## config.mk

```make
export PLATFORM = sky130hd
export DESIGN_NAME = axi_wr_rr_scheduler
export DESIGN_NICKNAME = d
export VERILOG_FILES = /design/src/rtl/axi_arb_pkg.sv /design/src/rtl/axi_rr_pick.sv /design/src/rtl/axi_wr_rr_scheduler.sv
export SDC_FILE = /design/constraint.sdc
export NUM_CORES = 1
export LEC_CHECK = 0
export BUFFER_PORTS_ARGS = -buffer_cell sky130_fd_sc_hd__buf_4
export CORE_MARGIN = 2
export CORE_UTILIZATION = 54
export DETAILED_ROUTE_END_ITERATION = 7
export PLACE_DENSITY = 0.9
export SLEW_MARGIN = 20
export SYNTH_ARGS = -nofsm -noshare
export SYNTH_HDL_FRONTEND = slang
export SYNTH_SLANG_ARGS = --single-unit
```

## constraint.sdc

```tcl
create_clock -name BUS_CLK -period 2.4 [get_ports BUS_CLK]
set_input_delay 0.24 -clock BUS_CLK [delete_from_list [all_inputs] [get_ports BUS_CLK]]
set_output_delay 0.24 -clock BUS_CLK [all_outputs]
set_load 0.01 [all_outputs]
```

## src/rtl/axi_arb_pkg.sv

```systemverilog
// Shared types and the rotate-priority helper for the AXI write/read master schedulers.
package axi_arb_pkg;

  typedef enum logic [1:0] {
    ARB  = 2'd0,
    ADDR = 2'd1,
    DATA = 2'd2
  } wr_arb_state_t;

  // Widest request vector rr_next can scan; callers zero-extend into it.
  localparam int unsigned RR_MAX_REQ = 64;
  localparam int unsigned RR_IDX_W   = $clog2(RR_MAX_REQ);

  // First set bit of req[n-1:0] scanning upward from last+1 with wrap.
  // Returns last when req is empty; callers gate with |req.
  function automatic int unsigned rr_next(input logic [RR_MAX_REQ-1:0] req,
                                          input int unsigned           last,
                                          input int unsigned           n);
    int unsigned pick;
    pick = last;
    // Descending scan so the smallest offset from last is the final assignment.
    for (int unsigned k = RR_MAX_REQ; k >= 1; k--) begin
      if (k <= n && req[RR_IDX_W'((last + k) % n)]) begin
        pick = (last + k) % n;
      end
    end
    return pick;
  endfunction

endpackage

```

## src/rtl/axi_rr_pick.sv

```systemverilog
// Combinational rotate-priority encoder shared by the write and read schedulers.
module axi_rr_pick
  import axi_arb_pkg::*;
#(
  parameter int N_WIDTH = 2
) (
  input  logic [2**N_WIDTH-1:0] eligible,
  input  logic [N_WIDTH-1:0]    last_grant,
  output logic                  found,
  output logic [N_WIDTH-1:0]    winner
);

  localparam int unsigned N_REQ = 2**N_WIDTH;

  assign found  = |eligible;
  assign winner = N_WIDTH'(rr_next(RR_MAX_REQ'(eligible), 32'(last_grant), N_REQ));

endmodule

```

## src/rtl/axi_wr_rr_scheduler.sv

```systemverilog
// Write-path round-robin master scheduler with per-master outstanding-B credit gating.
// Optional stall watchdog enabled by defining AXI_WR_ARB_WDT_EN.
module axi_wr_rr_scheduler
  import axi_arb_pkg::*;
#(
  parameter int M_ID       = 2,
  parameter int M_WIDTH    = 2,
  parameter int MAX_OUTS   = 4,
  parameter int WDT_CYCLES = 1024
) (
  input  logic                    BUS_CLK,
  input  logic                    BUS_RSTN,
  input  logic [2**M_WIDTH-1:0]   MASTER_WR_ADDR_VALID,
  input  logic                    BUS_WR_ADDR_VALID,
  input  logic                    BUS_WR_ADDR_READY,
  input  logic                    BUS_WR_DATA_VALID,
  input  logic                    BUS_WR_DATA_READY,
  input  logic                    BUS_WR_DATA_LAST,
  input  logic [M_WIDTH+M_ID-1:0] BUS_WR_BACK_ID,
  input  logic                    BUS_WR_BACK_VALID,
  input  logic                    BUS_WR_BACK_READY,
  output logic [M_WIDTH-1:0]      wr_addr_master_sel,
  output logic [M_WIDTH-1:0]      wr_data_master_sel,
  output logic [M_WIDTH-1:0]      wr_resp_master_sel,
  output logic                    wr_busy,
  output logic                    resp_err,
  output logic                    wdt_timeout
);

  localparam int N_MST = 2**M_WIDTH;
  localparam int CNT_W = $clog2(MAX_OUTS + 1);
  localparam logic [CNT_W-1:0] OUTS_MAX = CNT_W'(MAX_OUTS);

  wr_arb_state_t      state_q, state_d;
  logic [M_WIDTH-1:0] sel_q, sel_d;
  logic [M_WIDTH-1:0] last_grant_q, last_grant_d;
  logic [CNT_W-1:0]   outs_q [N_MST];
  logic               resp_err_q;

  logic [N_MST-1:0]   eligible;
  logic [N_MST-1:0]   inc_vec, dec_vec, zero_vec;
  logic               found;
  logic [M_WIDTH-1:0] winner;
  logic               aw_hs, w_last_hs, b_hs;
  logic [M_WIDTH-1:0] b_idx;
  logic               err_hit;
  logic               unused_local_id;

  assign aw_hs     = (state_q == ADDR) && BUS_WR_ADDR_VALID && BUS_WR_ADDR_READY;
  assign w_last_hs = (state_q == DATA) && BUS_WR_DATA_VALID && BUS_WR_DATA_READY && BUS_WR_DATA_LAST;
  assign b_hs      = BUS_WR_BACK_VALID && BUS_WR_BACK_READY;
  assign b_idx     = BUS_WR_BACK_ID[M_WIDTH+M_ID-1:M_ID];
  assign unused_local_id = ^BUS_WR_BACK_ID[M_ID-1:0];

  // NOTE: always_comb assigns every output a default before any branch, so no latch is inferred.
  always_comb begin
    eligible = '0;
    inc_vec  = '0;
    dec_vec  = '0;
    zero_vec = '0;
    for (int m = 0; m < N_MST; m++) begin
      eligible[m] = MASTER_WR_ADDR_VALID[m] && (outs_q[m] < OUTS_MAX);
      inc_vec[m]  = aw_hs && (sel_q == M_WIDTH'(m));
      dec_vec[m]  = b_hs && (b_idx == M_WIDTH'(m));
      zero_vec[m] = (outs_q[m] == '0);
    end
  end

  // A response with nothing outstanding is an error unless the same master's AW lands this cycle.
  assign err_hit = |(dec_vec & ~inc_vec & zero_vec);

  axi_rr_pick #(
    .N_WIDTH (M_WIDTH)
  ) u_pick (
    .eligible   (eligible),
    .last_grant (last_grant_q),
    .found      (found),
    .winner     (winner)
  );

  always_comb begin
    state_d      = state_q;
    sel_d        = sel_q;
    last_grant_d = last_grant_q;
    unique case (state_q)
      ARB: begin
        if (found) begin
          sel_d   = winner;
          state_d = ADDR;
        end
      end
      ADDR: begin
        if (aw_hs) state_d = DATA;
      end
      DATA: begin
        if (w_last_hs) begin
          state_d      = ARB;
          last_grant_d = sel_q;
        end
      end
      default: state_d = ARB;
    endcase
  end

  // NOTE: sequential state uses non-blocking assignments so every register samples pre-edge values.
  always_ff @(posedge BUS_CLK or negedge BUS_RSTN) begin
    if (!BUS_RSTN) begin
      state_q      <= ARB;
      sel_q        <= '0;
      last_grant_q <= '1;
    end else begin
      state_q      <= state_d;
      sel_q        <= sel_d;
      last_grant_q <= last_grant_d;
    end
  end

  // NOTE: the credit array is control state, not storage, so every entry is reset.
  always_ff @(posedge BUS_CLK or negedge BUS_RSTN) begin
    if (!BUS_RSTN) begin
      for (int m = 0; m < N_MST; m++) outs_q[m] <= '0;
      resp_err_q <= 1'b0;
    end else begin
      for (int m = 0; m < N_MST; m++) begin
        unique case ({inc_vec[m], dec_vec[m]})
          2'b10:   outs_q[m] <= outs_q[m] + CNT_W'(1);
          2'b01:   if (!zero_vec[m]) outs_q[m] <= outs_q[m] - CNT_W'(1);
          default: outs_q[m] <= outs_q[m];
        endcase
      end
      if (err_hit) resp_err_q <= 1'b1;
    end
  end

`ifdef AXI_WR_ARB_WDT_EN
  localparam logic [31:0] WDT_LIMIT = 32'(WDT_CYCLES);

  logic [31:0] wdt_cnt_q;
  logic        wdt_q;
  logic        wdt_clear;

  // Any forward progress on AW or W, or any FSM move, restarts the stall count.
  assign wdt_clear = (state_d != state_q)
                   || (BUS_WR_ADDR_VALID && BUS_WR_ADDR_READY)
                   || (BUS_WR_DATA_VALID && BUS_WR_DATA_READY);

  always_ff @(posedge BUS_CLK or negedge BUS_RSTN) begin
    if (!BUS_RSTN) begin
      wdt_cnt_q <= '0;
      wdt_q     <= 1'b0;
    end else if (wdt_clear) begin
      wdt_cnt_q <= '0;
    end else if ((state_q != ARB) && (wdt_cnt_q < WDT_LIMIT)) begin
      wdt_cnt_q <= wdt_cnt_q + 32'd1;
      if (wdt_cnt_q == WDT_LIMIT - 32'd1) wdt_q <= 1'b1;
    end
  end

  assign wdt_timeout = wdt_q;
`else
  localparam int unused_wdt_cycles = WDT_CYCLES;
  assign wdt_timeout = 1'b0;
`endif

  // AW and W always follow the same owner, so one select register feeds both.
  assign wr_addr_master_sel = sel_q;
  assign wr_data_master_sel = sel_q;
  assign wr_resp_master_sel = b_idx;
  assign wr_busy            = (state_q != ARB);
  assign resp_err           = resp_err_q;

endmodule
```

==> impl_results.md, run 1 <==
- Status: finished clean
- Period utilization: approximately nine tenths
- CP startpoint: state_q[1]
- Worst Skew: 0.00242 ns
- Synth warnings: 0
- Site row count: 17
- Routed Antenna Nets: 0
- Clock root cell: clkbuf_4
- CTS resizes: 0
- Minimum clock period: 2.11 ns
- Final Net Count: about 170
- Mapped cell area: between 0.001 and 0.0015 mm²
- R2R depth: 6
- Fin util: about two thirds
- Hold Crit Depth: 4
- Ys async rst share: 100%
- WHS Endpoint: state_q[0]
- Gpl congestion: between 0.7 and 0.8
- Chip height: roughly 52 µm
- RSZ-0062 raised after global routing: no
- Final hold vios: 0
- Core area: roughly 0.0022 mm²
- Clock Latency Late Sink: 0.30 ns
- Initial antenna violation count: 0
- Req. time, crit path: 2.58 ns
- Ant diodes: 0
- # DRC: 0
- Initial core utilization: a little under three fifths
- Reg-to-Reg Start: state_q[1]
- WP data arrival: roughly 2.3 ns
- # fillers: 183
- Post-Syn Area per Cell: 9.87 µm²
- Crit end category: flop
- Critical path class: reg -> reg
- R2r setup slk: ~0.29 ns
- # placed instances: about 170
- Max_cap viols: 0
- Most frequent cells in the layout: 22 x buf_4, 17 x dfrtp_1, 7 x o21ai_0, 7 x nor2_1
- Unique masters post-synth: 44
- Worst-path fanout max: 11
- Die area: 0.00274 mm²
- Post-synthesis sequential area ratio: 37.8%
- WL final: between 2 and 3 mm
- Ys flop type: dfrtp_1
- CTS tree: built
- First-pass GRT wire length: 4.77 mm
- HP Class: in -> reg
- Fmax: 473 MHz
- Largest net degree at the start of global routing: 20
- Reg2reg end: outs_q[11]
- Gr usage total: between 20% and 30%
- Clk slew on worst S/H paths: about 0.12 ns
- Vias: 1,111
- Die Wd: 52.4 µm
- Post-synth EDFFs: 0
- Commonest non-fill, non-tap cell in the layout: buf_4
- Post-DP HPWL: ~2.1 mm
- Post-synthesis sequential element count: 19
- Area Overhead vs Synth: 15.0%
- Max H-tree Level: 1
- Peak supply drop: 0.650 mV
- Initial DRC count: 33
- Grt ovf: 0
- Top Ports: 26
- Hold Slack: ~0.22 ns
- Crit start category: flop
- Fin. max-slew vios: 0
- Drt first pass iters: 4
- Port bufs: 22
- Layout Cells excl Fill: between 150 and 200
- Avg Vias per Cell: between 6 and 7
- CTS Buffer Depth: 2
- Worst Min Path Start: BUS_WR_ADDR_VALID
- Post-synthesis cell count: 128
- WL/cell: 15.6 µm
- P_leak: around 0.62 nW
- Clk sinks: 19
- Layout cells sized above 1: approximately 24%
- Setup TNS: 0 ns
- # setup viols final: 0
- Vias in the first global route: approximately 1,100
- Cell area power density: around 1100 mW/mm²
- Syn nets: ~150
- TritonCTS Buffers: 3
routing by layer:
metal	up-vias	track usage, %	routed length (µm)
met3	11	4.00	137
li1	527	-	-
met2	40	41.0	1370
met1	533	28.9	1190
met5	-	0	0
met4	0	9.83	70
worst max path at each step:
stage | to | slack, ns | cells after the start
after floorplan | outs_q[5] | 0.64 | 8
after global placement | outs_q[2] | 0.44 | 6
after detailed placement | outs_q[2] | 0.38 | 6
after CTS | outs_q[11] | 0.31 | 6
after global routing | outs_q[8] | 0.17 | 6
final | outs_q[11] | 0.29 | 6
stage by stage:
step	total power, W	instance area (µm²)	setup WS, ns
6_report	0.00159	1450	0.287
5_1_grt	0.00172	1450	0.169
4_1_cts	0.00159	1450	0.306
3_5_place_dp	0.00142	1420	0.378
3_3_place_gp	0.00136	1420	0.441
2_1_floorplan	0.00120	1260	0.635
layout make-up:
| type | instances | area [µm²] | share of cell area [%] |
|---|---|---|---|
| Sequential cell | 19 | 478 | 32.9 |
| Inverter | 1 | 3.75 | 0.258 |
| Clock buffer | 3 | 22.5 | 1.55 |
| Tap cell | 28 | 35.0 | 2.41 |
| Multi-Input combinational cell | 102 | 733 | 50.5 |
| Clock inverter | 1 | 5.00 | 0.345 |
| Timing Repair Buffer | 23 | 175 | 12.1 |
synth_stat cells (3+ instances only):
master	n	area [µm²]
nand3_1	3	15.0
nor2b_1	4	25.0
o21a_1	3	22.5
nand4_1	4	25.0
a21o_1	3	22.5
buf_4	5	37.5
mux2_2	5	56.3
nor2_1	7	26.3
o311ai_0	3	26.3
o21ai_0	7	35.0
a21oi_1	3	15.0
xnor2_1	6	52.6
nand2b_1	5	31.3
nor3_1	5	25.0
ha_1	4	50.1
nand4b_1	3	26.3
dfrtp_1	17	425
nand2_1	6	22.5
worst max-delay path, cell delays in order, from the launching register on:
cell and delay, ns:
dfrtp_1 0.43, and4b_1 0.52, a21o_1 0.26, xnor2_1 0.09, ha_1 0.22, o311ai_0 0.33
o21ai_0 0.14
sequential cells by signal, indices dropped and copies added (netlist names):
name	count
state_q	2
last_grant_q	2
outs_q	12
resp_err	1
wr_addr_master_sel	2
where the power goes:
part	total [W]	internal [W]	switching, W
Clock	0.000171	0.0000621	0.000108
Combinational	0.000724	0.000394	0.000330
Sequential	0.000697	0.000481	0.000216
Total	0.00159	0.000937	0.000655
cells by family after synthesis:
kind of cell / share of synthesized area [%]
AOI/OAI and AO/OA: 18.3
xor gates and xnor gates: 5.54
adders and majority gates: 3.96
buffers and inverters: 4.16
DFF: 37.8
muxes: 6.44
other: 0.297
and+or+nand+nor: 23.5
repair_timing:
action | CTS | global route
buffers inserted | 0 | 0
hold endpoints to repair | 17 | 0
hold buffers | 1 | 0
Note: power is estimated with default switching activity, not from simulation.
==> inputs of run 2 (changes only) <==
--- a/config.mk
+++ b/config.mk
@@ -9,7 +9,8 @@
 export CORE_MARGIN = 2
 export CORE_UTILIZATION = 54
 export DETAILED_ROUTE_END_ITERATION = 7
-export PLACE_DENSITY = 0.9
+export MAX_ROUTING_LAYER = met4
+export PLACE_DENSITY = 0.77
 export SLEW_MARGIN = 20
 export SYNTH_ARGS = -nofsm -noshare
 export SYNTH_HDL_FRONTEND = slang
==> run 2 against run 1 <==
  * Total power fell by 0.53%
  * Die area did not move
  * Flip-flop and latch count stayed put
  * Largest cell class unchanged
  * Clock power hardly changed
  * Global-route usage fell by 1.3 points
==> impl_results.md, run 2 (same netlist as run 1, synthesis figures left out) <==
- Post-DP HPWL: 1.99 mm (was 2.07 mm)
- Internal power: 0.000938 W (was 0.000937 W)
- Period utilization: 84.4% (was 88.0%)
- WL final: 2.61 mm (was 2.77 mm)
- # setup viols final: 0 (unchanged)
- Clk slew on worst S/H paths: 0.11 ns (was 0.12 ns)
- Setup TNS: 0 ns (unchanged)
- Final std cell area, no fill: 0.00145 mm² (about the same)
- WL/cell: 14.7 µm (was 15.6 µm)
- Area Overhead vs Synth: 14.9% (was 15.0%)
- Hold Crit Depth: 4 (unchanged)
- Delay of the slowest critical-path stage: 0.47 ns (was 0.52 ns)
- HP Class: in -> reg (unchanged)
- Reg-to-Reg Start: state_q[1] (unchanged)
- Vias in the first global route: 959 (was 1,100)
- Multi-input gate area: 733 µm² (unchanged)
- Fin. max-slew vios: 0 (unchanged)
- Critical path class: reg -> reg (unchanged)
- # fillers: 186 (was 183)
- Site row count: 17 (unchanged)
- Gpl congestion: 0.812 (was 0.789)
- Layout Cells excl Fill: 177 (unchanged)
- Minimum clock period: 2.03 ns (was 2.11 ns)
- Req. time, crit path: 2.58 ns (about the same)
- Vias: 1,075 (was 1,111)
- Crit start category: flop (unchanged)
- Cell area power density: 1090 mW/mm² (was 1100 mW/mm²)
- Clk sinks: 19 (unchanged)
- Fin util: 65.6% (was 65.7%)
- CTS tree: built (unchanged)
- Switch Pwr: 0.000644 W (was 0.000655 W)
- WP data arrival: 2.20 ns (was 2.29 ns)
- Hold Slack: 0.227 ns (was 0.218 ns)
- Most frequent cells in the layout: 22 x buf_4, 17 x dfrtp_1, 7 x o21ai_0, 7 x nor2_1 (unchanged)
- Die area: 0.00274 mm² (unchanged)
- R2R depth: 6 (unchanged)
- Worst Min Path Start: BUS_WR_ADDR_VALID (unchanged)
- Peak supply drop: 0.754 mV (was 0.650 mV)
- Clock Latency Late Sink: 0.30 ns (about the same)
- Largest reg by FF count: outs_q (unchanged)
- Worst-path fanout max: 11 (unchanged)
- Status: finished clean (unchanged)
- Clock root cell: clkbuf_4 (unchanged)
- Final Net Count: 171 (unchanged)
- Top Ports: 26 (unchanged)
- Port bufs: 22 (unchanged)
- Gr usage total: 22.4% (was 23.7%)
- P_leak: 0.622 nW (was 0.625 nW)
- WHS Endpoint: state_q[0] (unchanged)
- Core area: 0.00221 mm² (unchanged)
- Initial antenna violation count: 0 (unchanged)
- Crit end category: flop (unchanged)
- Layout cells sized above 1: 23.5% (was 24.2%)
- DP Area: 0.00142 mm² (unchanged)
- Ant diodes: 0 (unchanged)
- Grt ovf: 0 (unchanged)
- Drt first pass iters: 6 (was 4)
- First-pass GRT wire length: 4.33 mm (was 4.77 mm)
- Max_cap viols: 0 (unchanged)
- Register Area: 478 µm² (unchanged)
- Setup Buffers After CTS: 0 (unchanged)
- Seq pwr share: 44.0% (was 43.8%)
- Die Wd: 52.4 µm (unchanged)
- Avg Vias per Cell: 6.07 (was 6.28)
- Commonest non-fill, non-tap cell in the layout: buf_4 (unchanged)
- Switching Fraction: 40.7% (was 41.1%)
- Max H-tree Level: 1 (unchanged)
- # DRC: 0 (unchanged)
- CTS Buffer Depth: 2 (unchanged)
- Initial DRC count: 20 (was 33)
- Largest register FFs: 12 (unchanged)
- Worst Skew: 0.00214 ns (was 0.00242 ns)
- Buffers & Inverters on Critical Path: 0 (unchanged)
- # placed instances: 172 (unchanged)
- Clock power frac: 10.8% (was 10.7%)
- Initial core utilization: 57.1% (unchanged)
- R2r setup slk: 0.37 ns (was 0.29 ns)
- Routed Antenna Nets: 0 (unchanged)
- Fmax: 494 MHz (was 473 MHz)
- TritonCTS Buffers: 3 (unchanged)
- Chip height: 52.4 µm (unchanged)
- Cells along the critical path: and4b_1 -> a21o_1 -> xnor2_1 -> ha_1 -> o311ai_0 -> o21ai_0 (unchanged)
- CTS resizes: 0 (unchanged)
- CP delay by family, top: compound AO/OA/AOI/OAI gates (unchanged)
- CP max-delay cell: and4b_1 (unchanged)
- Reg2reg end: outs_q[2] (was outs_q[11])
- Gate power share: 45.2% (was 45.5%)
- Largest net degree at the start of global routing: 20 (unchanged)
- RSZ-0062 raised after global routing: no (unchanged)
- Final hold vios: 0 (unchanged)
run 2: power groups by stage:
stage | sequential, W | clock, W | combinational [W]
2_1_floorplan | 0.000639 | 0 | 0.000557
4_1_cts | 0.000689 | 0.000179 | 0.000719
3_3_place_gp | 0.000684 | 0 | 0.000677
5_1_grt | 0.000718 | 0.000187 | 0.000809
3_5_place_dp | 0.000695 | 0 | 0.000715
6_report | 0.000697 | 0.000170 | 0.000716
run 2: layout make-up:
class / instances / share of cell area [%]
Tap cell: 28 / 2.41
Clock buffer: 4 / 1.81
Sequential cell: 19 / 32.9
Multi-Input combinational cell: 102 / 50.5
Inverter: 1 / 0.259
Timing Repair Buffer: 23 / 12.1
run 2: worst max-delay path by stage:
stage	startpoint	depth (start not counted)	endpoint
after global routing	state_q[1]	6	outs_q[2]
after detailed placement	state_q[1]	6	outs_q[2]
after global placement	state_q[1]	6	outs_q[11]
after floorplan	state_q[0]	8	outs_q[5]
after CTS	state_q[1]	6	outs_q[2]
final	state_q[1]	6	outs_q[2]
run 2: what timing repair did:
item                                   in CTS  in global routing
endpoints found under the hold margin      17                  0
setup endpoints to repair                   0                  0
hold buffers                                1                  0
run 2: tightest hold or removal path, delay by kind of cell:
family                 cells  cell delay (ns)
and+or+nand+nor            3             0.17
buffers and inverters      1             0.09
run 2: metrics by stage:
| stage | power (W) | worst slack, ns |
|---|---|---|
| after global placement | 0.00136 | 0.459 |
| final | 0.00158 | 0.374 |
| after detailed placement | 0.00141 | 0.398 |
| after floorplan | 0.00120 | 0.635 |
| after global routing | 0.00171 | 0.115 |
| after CTS | 0.00159 | 0.366 |
run 2: metal layers:
metal | routed length [µm] | GRT usage [%] | vias up
li1 | - | - | 526
met1 | 1170 | 27.3 | 523
met2 | 1330 | 36.5 | 22
met3 | 88 | 5.14 | 4
met4 | 10 | 7.69 | 0
met5 | 0 | - | -
